## src/rtl/seq_mult_n.sv

```systemverilog
// N-bit sequential shift-add multiplier with signed/unsigned mode, start/busy/done
// handshake and early termination once the remaining multiplier bits are zero.
module seq_mult_n #(
  parameter int N  = 4,
  parameter int CW = $clog2(N + 1)
) (
  input  logic           clk,
  input  logic           reset,
  input  logic           start,
  input  logic           sgn,
  input  logic [N-1:0]   a,
  input  logic [N-1:0]   b,
  output logic           busy,
  output logic           done,
  output logic [2*N-1:0] p
);

  localparam logic [0:0] IDLE = 1'b0;
  localparam logic [0:0] CALC = 1'b1;

  logic [0:0]     state;
  logic [2*N-1:0] a_reg;
  logic [N-1:0]   b_reg;
  logic [2*N-1:0] acc;
  logic           neg;
  logic [CW-1:0]  cnt;

  logic [N-1:0]   a_mag;
  logic [N-1:0]   b_mag;
  logic           finish;

  // The most negative operand maps to 2^(N-1), which still fits as N-bit unsigned.
  always_comb begin
    a_mag = (sgn && a[N-1]) ? (~a + N'(1)) : a;
    b_mag = (sgn && b[N-1]) ? (~b + N'(1)) : b;
  end

  assign finish = (b_reg == '0) || (cnt == CW'(N));
  assign busy   = (state == CALC);

  always_ff @(posedge clk or posedge reset) begin
    if (reset) begin
      state <= IDLE;
      a_reg <= '0;
      b_reg <= '0;
      acc   <= '0;
      neg   <= 1'b0;
      cnt   <= '0;
      done  <= 1'b0;
      p     <= '0;
    end else begin
      done <= 1'b0;
      case (state)
        IDLE: begin
          if (start) begin
            a_reg <= {{N{1'b0}}, a_mag};
            b_reg <= b_mag;
            acc   <= '0;
            cnt   <= '0;
            neg   <= sgn & (a[N-1] ^ b[N-1]);
            state <= CALC;
          end
        end
        CALC: begin
          if (finish) begin
            p     <= neg ? (~acc + (2*N)'(1)) : acc;
            done  <= 1'b1;
            state <= IDLE;
          end else begin
            if (b_reg[0]) begin
              acc <= acc + a_reg;
            end
            a_reg <= a_reg << 1;
            b_reg <= b_reg >> 1;
            cnt   <= cnt + CW'(1);
          end
        end
        default: state <= IDLE;
      endcase
    end
  end

endmodule

```

## config.mk

```make
export PLATFORM = sky130hd
export DESIGN_NAME = seq_mult_n
export DESIGN_NICKNAME = d
export VERILOG_FILES = /design/src/rtl/seq_mult_n.sv
export SDC_FILE = /design/constraint.sdc
export NUM_CORES = 1
export LEC_CHECK = 0
export BUFFER_PORTS_ARGS = -buffer_cell sky130_fd_sc_hd__buf_4
export CORE_ASPECT_RATIO = 0.75
export CORE_MARGIN = 2
export CORE_UTILIZATION = 52
export DETAILED_ROUTE_END_ITERATION = 10
export GPL_TIMING_DRIVEN = 0
export PLACE_DENSITY_LB_ADDON = 0.25
export SYNTH_ARGS = -nofsm -noshare
export SYNTH_HDL_FRONTEND = slang
export SYNTH_SLANG_ARGS = --single-unit
```

## constraint.sdc

```tcl
create_clock -name clk -period 1.8 [get_ports clk]
set_input_delay 0.18 -clock clk [delete_from_list [all_inputs] [get_ports clk]]
set_output_delay 0.18 -clock clk [all_outputs]
set_load 0.03 [all_outputs]
```

==> impl_results.rst, run 1 <==
.. list-table::
   :header-rows: 1

   * - Metric
     - Value
   * - Status
     - finished with violations
   * - Violations in the final reports
     - setup timing
   * - Peak ir drop on the vdd network
     - 0.000996 V
   * - Source-to-sink clock delay at the later pin of the worst-skew pair
     - 0.29 ns
   * - Area growth, synth to finish
     - 23.2%
   * - Post-Syn Area per Cell
     - 9.56 um^2
   * - Vias after detailed routing
     - 1,596
   * - Count of buffers inserted at the top-level ports
     - 21
   * - Floorplan die area
     - 4340 um^2
   * - Number of instances in the synthesized netlist
     - 208
   * - Initial Utilization
     - 54.3%
   * - CP Data Arrival Time
     - 2.10 ns
   * - Floorplan core area
     - 3660 um^2
   * - Proportion of layout cells with a drive suffix above 1
     - 27.8%
   * - Maximum level of the CTS H-tree
     - 2
   * - Total global routing track utilization
     - 22.1%
   * - Final setup violating endpoints
     - 1
   * - Num CTS Buffers
     - 5
   * - Unique masters post-synth
     - 38
   * - Worst hold margin
     - 0.0194 ns
   * - Ports
     - 22
   * - Drt first pass iters
     - 4
   * - FF+latch count, synth
     - 34
   * - Iteration-0 DRC Markers
     - 106
   * - Placement Rows
     - 19
   * - Worst setup path class
     - flip-flop to flip-flop
   * - Final Critical Period
     - 1.88 ns
   * - Final setup skew
     - 0.00313 ns
   * - Post-synthesis cell type with the largest combined area
     - dfrtp_1
   * - Endpoints failing hold
     - 0
   * - Remaining antenna violation count
     - 0
   * - Remaining design rule violation count
     - 0
   * - Tightest Hold Check Type
     - primary input to asynchronous set/reset pin
   * - Pin count of the biggest net entering global routing
     - 35
   * - Power density relative to cell area
     - 1720 nW/um^2
   * - Floorplan die width
     - 75.4 um
   * - Wirelength, routed
     - 4360 um
   * - Max clock buf depth
     - 2
   * - Worst setup EP type
     - flip-flop
   * - Final core utilization
     - 66.9%
   * - GR Overflow Total
     - 0
   * - Maxcap violations
     - 0
   * - Detailed placement HPWL
     - 2840 um
   * - Largest fanout on the critical path
     - 2
   * - Final worst setup slack
     - -0.0790 ns
   * - Post-DR wirelength/cell
     - 14.7 um
   * - Weighted congestion at the end of routability-driven global placement
     - 0.719
   * - Post-synth top area share
     - 42.8%
   * - Most common cell after layout, fill and taps aside
     - nand2_1
   * - Die height
     - 57.6 um
   * - Initial antenna violation count
     - 0
   * - CTS tree
     - built
   * - Highest clock rate
     - 532 MHz
   * - Transition time at the pin with the least slew margin
     - 0.741 ns
   * - Cell types with the largest area share after synthesis
     - dfrtp_1 43%, nand2_1 7.7%, ha_1 7.6%
   * - Static leakage power
     - 1.17 nW
   * - Worst path required time
     - 2.02 ns
   * - Sequential element share of the synthesized area
     - 42.8%
   * - Post-synthesis net count
     - 233
   * - Final net count
     - 269
   * - Antenna fix cells
     - 0
   * - Root Buffer
     - clkbuf_8
   * - Setup repair after global routing missed its margin
     - true
   * - Number of global-route vias before repair
     - 1,505
   * - Post-route clock period utilization
     - 104%
   * - Post-Syn Area
     - 1990 um^2
   * - Type of element launching the critical path
     - flip-flop
   * - Routed via count divided by cell count
     - 5.37
   * - Wire length of the first global-routing pass
     - 7090 um
   * - Clock Pin Slew Worst Setup and Hold Paths
     - 0.07 ns
   * - Final number of max-transition violations
     - 0
   * - CTS Hold Bufs
     - 0
   * - Commonest cells after routing, fill and taps aside
     - 41 x nand2_1, 33 x dfrtp_1, 31 x buf_4
   * - Total number of clock tree sinks
     - 34
   * - Warning count from the yosys run
     - 0
   * - Relative slew slack
     - 50.5%
==> cell type report <==
class                      count  area, um^2
buffer                         7        50.0
clock buffer                   6        82.6
clock inverter                 2        12.5
fill                         306        1210
inverter                      13        48.8
multi-input combinational    154        1120
sequential                    34         852
tap                           52        65.1
timing repair buffer          29         218
==> worst max-delay path, stage by stage, from the launching register on <==
cell      delay, ns
dfrtp_1        0.42
ha_4           0.26
a211oi_2       0.29
o21ai_2        0.12
a31oi_1        0.22
mux2i_1        0.28
mux2i_1        0.21
==> routing by layer <==
layer  share of wire, %  up-vias  global-route usage, %
met3                4.4        5                   5.83
met5                  0        -                      0
li1                   -      798                      -
met4               0.99        0                   6.02
met2                 46       30                   32.4
met1                 49      763                   32.3
==> Yosys cell counts <==
cell type and instances:
o21bai_1 1, ha_1 12, nor2_4 1, nand3_1 5, nand2b_1 1, nand2_1 41
a21oi_1 8, clkbuf_1 2, a21o_1 3, buf_2 2, and3_1 1, a31oi_1 2
dfrtp_1 34, nor3b_4 1, xnor2_1 4, buf_6 2, o41ai_1 1, inv_1 13
o21ai_0 17, or3_1 2, mux2i_1 8, o211ai_1 2, a31o_2 1, xor2_1 8
nor2_1 6, buf_4 1, o21ai_2 5, a22o_2 4, o31ai_1 7, fa_1 1
a32o_1 1, nor2b_1 2, nand3b_1 1, nor4_4 1, o21ai_1 3, and2_4 1
a211oi_1 1, nor3_1 2
==> where the power goes <==
part / total (mW) / switching, mW / internal (mW)
sequential: 1.38 / 0.312 / 1.07
combinational: 2.23 / 1.24 / 0.989
clock: 0.611 / 0.304 / 0.308
==> cells by family (layout without fill, tap and decap cells) <==
group	Yosys count	in the layout	synth area share, %
xor+xnor	12	12	5.29
mux	8	8	4.03
compound gates	56	56	18.6
flops	34	34	42.8
buf+inv	20	57	4.85
simple gates	65	65	15.9
fa+ha+maj	13	13	8.56
==> per-stage QoR <==
step | power, mW | cells | setup slack (ns) | area [um^2] | TNS, ns
global placement | 3.24 | 281 | -0.166 | 2210 | -1.94
detailed placement | 3.30 | 281 | -0.189 | 2210 | -2.43
finish | 4.22 | 297 | -0.0790 | 2450 | -0.0790
global route | 4.53 | 297 | -0.164 | 2450 | -0.195
CTS | 4.04 | 293 | -0.0367 | 2380 | -0.0459
floorplan | 2.80 | 208 | 0.0490 | 1990 | 0
==> path summary, 6_finish.rpt <==
check	from	end	slack (ns)	cells past startpoint
min	reset	cnt[2]$_DFFE_PP0P_	0.02	2
max in group asynchronous	reset	acc[1]$_DFFE_PP0P_	1.27	2
min in group clk	sgn	neg$_DFFE_PP0P_	0.18	3
max reg2reg	a_reg[1]$_DFFE_PP0P_	acc[7]$_DFFE_PP0P_	-0.08	6
min reg2reg	p[3]$_DFFE_PP0P_	p[3]$_DFFE_PP0P_	0.49	2
max	a_reg[1]$_DFFE_PP0P_	acc[7]$_DFFE_PP0P_	-0.08	6
==> what timing repair did <==
item / 4_1_cts / 5_1_grt
resized for setup: 9 / 7
pin swaps: 3 / 4
endpoints found under the setup margin: 25 / 24
setup buffers: 4 / 4
(Power assumes the default switching activity.)
==> run 2, diff against run 1 <==
CORE_UTILIZATION = 58   (was 52)
clock period = 1.86 ns   (was 1.8 ns; I/O delays follow)
==> impl_results.rst, run 2 (synthesis results as in run 1) <==
.. list-table::
   :header-rows: 1

   * - Metric
     - Value
   * - Num CTS Buffers
     - 5 (unchanged)
   * - Initial antenna violation count
     - 0 (unchanged)
   * - Proportion of layout cells with a drive suffix above 1
     - 28.2% (+0.46 points)
   * - Most common cell after layout, fill and taps aside
     - nand2_1
   * - Type of element launching the critical path
     - flip-flop
   * - CTS Hold Bufs
     - 0 (unchanged)
   * - Largest fanout on the critical path
     - 4 (+2)
   * - Routed via count divided by cell count
     - 5.65 (+5.1%)
   * - Worst setup path class
     - flip-flop to flip-flop
   * - Reg-to-reg critical path startpoint
     - acc[0]$_DFFE_PP0P_
   * - Post-route clock period utilization
     - 97.4% (-7.0 points)
   * - Fillers
     - 241 (-21%)
   * - Register area
     - 855 um^2 (+0.29%)
   * - Fraction of met3 tracks used by global routing
     - 6.26% (+0.43 points)
   * - Placement Rows
     - 18 (-1)
   * - Floorplan core area
     - 3290 um^2 (-10%)
   * - Highest clock rate
     - 552 MHz (+3.7%)
   * - Endpoints failing hold
     - 0 (unchanged)
   * - CP Data Arrival Time
     - 2.00 ns (-0.10 ns)
   * - Detailed placement HPWL
     - 2940 um (+3.6%)
   * - Ports
     - 22 (unchanged)
   * - CTS tree
     - built
   * - Maximum level of the CTS H-tree
     - 2 (unchanged)
   * - Total number of clock tree sinks
     - 34 (unchanged)
   * - Clock Pin Slew Worst Setup and Hold Paths
     - 0.08 ns (about the same)
   * - Gate family responsible for the most delay along the worst path
     - adder cells
   * - Number of global-route vias before repair
     - 1,565 (+4.0%)
   * - Fin Setup TNS
     - 0 ns (+0.0790 ns)
   * - Tightest Hold Check Type
     - primary input to asynchronous set/reset pin
   * - Commonest cells after routing, fill and taps aside
     - 41 x nand2_1, 31 x dfrtp_1, 26 x buf_4
   * - Drt first pass iters
     - 4 (unchanged)
   * - Area of the multi-input gates
     - 1120 um^2 (unchanged)
   * - Max clock buf depth
     - 2 (unchanged)
   * - Final number of max-transition violations
     - 0 (unchanged)
   * - Total global routing track utilization
     - 23.9% (+1.9 points)
   * - Count of buffers inserted at the top-level ports
     - 21 (unchanged)
   * - Die height
     - 54.7 um (-4.9%)
   * - Iteration-0 DRC Markers
     - 104 (-1.9%)
   * - Area growth, synth to finish
     - 20.9%
   * - Final net count
     - 265 (-1.5%)
   * - Maxcap violations
     - 0 (unchanged)
   * - Initial Utilization
     - 60.5% (+6.2 points)
   * - Crit-path slowest cell
     - dfrtp_1
   * - Final core utilization
     - 73.1% (+6.2 points)
   * - Reg-to-reg endpoint
     - acc[6]$_DFFE_PP0P_
   * - Final setup violating endpoints
     - 0 (-1)
   * - Worst hold margin
     - 0.0176 ns (-0.00179 ns)
   * - Peak ir drop on the vdd network
     - 0.00102 V (+2.4%)
   * - Buf/Inv on CP
     - 0 (unchanged)
   * - Critical path cell sequence
     - ha_2, fa_2, a21o_1, a21oi_2, o21bai_1, mux2i_1, nand2_1
   * - Wire length of the first global-routing pass
     - 7000 um (-1.3%)
   * - Pin count of the biggest net entering global routing
     - 35 (unchanged)
   * - Remaining design rule violation count
     - 0 (unchanged)
   * - Final setup skew
     - 0.00585 ns (+0.00272 ns)
   * - Met1 global-route usage
     - 29.9% (-2.4 points)
   * - Weighted congestion at the end of routability-driven global placement
     - 0.909 (+26%)
   * - Final worst setup slack
     - 0.0481 ns (+0.127 ns)
   * - Power density relative to cell area
     - 1680 nW/um^2 (-2.5%)
   * - Antenna fix cells
     - 0 (unchanged)
   * - Wirelength, routed
     - 4300 um (-1.2%)
   * - Register-to-register setup slack
     - 0.05 ns (+0.13 ns)
   * - GR Overflow Total
     - 0 (unchanged)
   * - Status
     - completed
   * - Slowest Stage Delay on Critical Path
     - 0.43 ns (about the same)
   * - Post-DR wirelength/cell
     - 15.3 um (+4.4%)
   * - Root Buffer
     - clkbuf_8
   * - Source-to-sink clock delay at the later pin of the worst-skew pair
     - 0.29 ns (about the same)
   * - Global-route track usage on met2
     - 40.6% (+8.2 points)
   * - Relative slew slack
     - 51.4% (+0.91 points)
   * - Vias after detailed routing
     - 1,587 (-0.56%)
   * - Worst setup slack before clock tree synthesis
     - -0.169 ns (+0.0196 ns)
   * - Final Critical Period
     - 1.81 ns (-0.0671 ns)
   * - Critical Path Start
     - acc[0]$_DFFE_PP0P_
   * - Worst path required time
     - 2.05 ns (+0.03 ns)
   * - Length in cells of the worst reg-to-reg path
     - 7 (+1)
   * - Worst setup EP type
     - flip-flop
   * - Most Crowded Layer GR
     - met2
   * - Floorplan die area
     - 3920 um^2 (-9.7%)
   * - Floorplan die width
     - 71.6 um (-5.0%)
   * - Static leakage power
     - 1.15 nW (-2.1%)
   * - Transition time at the pin with the least slew margin
     - 0.728 ns (-0.0136 ns)
   * - Remaining antenna violation count
     - 0 (unchanged)
[run 2: routing by layer]
layer	vias up	routed length (um)	part of all wire [%]
li1	786	-	-
met1	768	2030	47
met2	27	2070	48
met3	6	166	3.9
met4	0	38	0.88
met5	-	0	0
[run 2: power breakdown]
| part | switching (mW) | total (mW) | internal (mW) |
|---|---|---|---|
| clock network | 0.294 | 0.592 | 0.298 |
| logic | 1.19 | 2.08 | 0.899 |
| registers | 0.324 | 1.36 | 1.04 |
[run 2: per-stage QoR]
stage | power, mW | instance area (um^2) | cells
detailed placement | 3.20 | 2200 | 269
CTS | 3.86 | 2310 | 278
global route | 4.33 | 2400 | 281
finish | 4.04 | 2400 | 281
global placement | 3.13 | 2200 | 269
floorplan | 2.70 | 1990 | 208
[run 2: worst max path at each step]
stage          slack, ns  cells after the start                 end
2_1_floorplan       0.11                      7  acc[6]$_DFFE_PP0P_
5_1_grt            -0.02                      7  acc[6]$_DFFE_PP0P_
6_report            0.05                      7  acc[6]$_DFFE_PP0P_
3_5_place_dp       -0.17                      8    p[1]$_DFFE_PP0P_
3_3_place_gp       -0.07                      6  acc[7]$_DFFE_PP0P_
4_1_cts            0.006                      6  acc[7]$_DFFE_PP0P_
[run 2: layout make-up]
cell class,instances,share of cell area (%)
timing repair buffer,25,7.81
tap,40,2.08
buffer,7,1.98
clock inverter,2,0.521
clock buffer,6,3.44
multi-input combinational,154,46.6
inverter,13,2.03
sequential,34,35.6
[run 2: repair_timing]
| action | CTS | global route |
|---|---|---|
| pin swaps | 1 | 3 |
| resized for setup | 6 | 11 |
| endpoints found under the setup margin | 19 | 14 |
| buffers inserted | 1 | 3 |
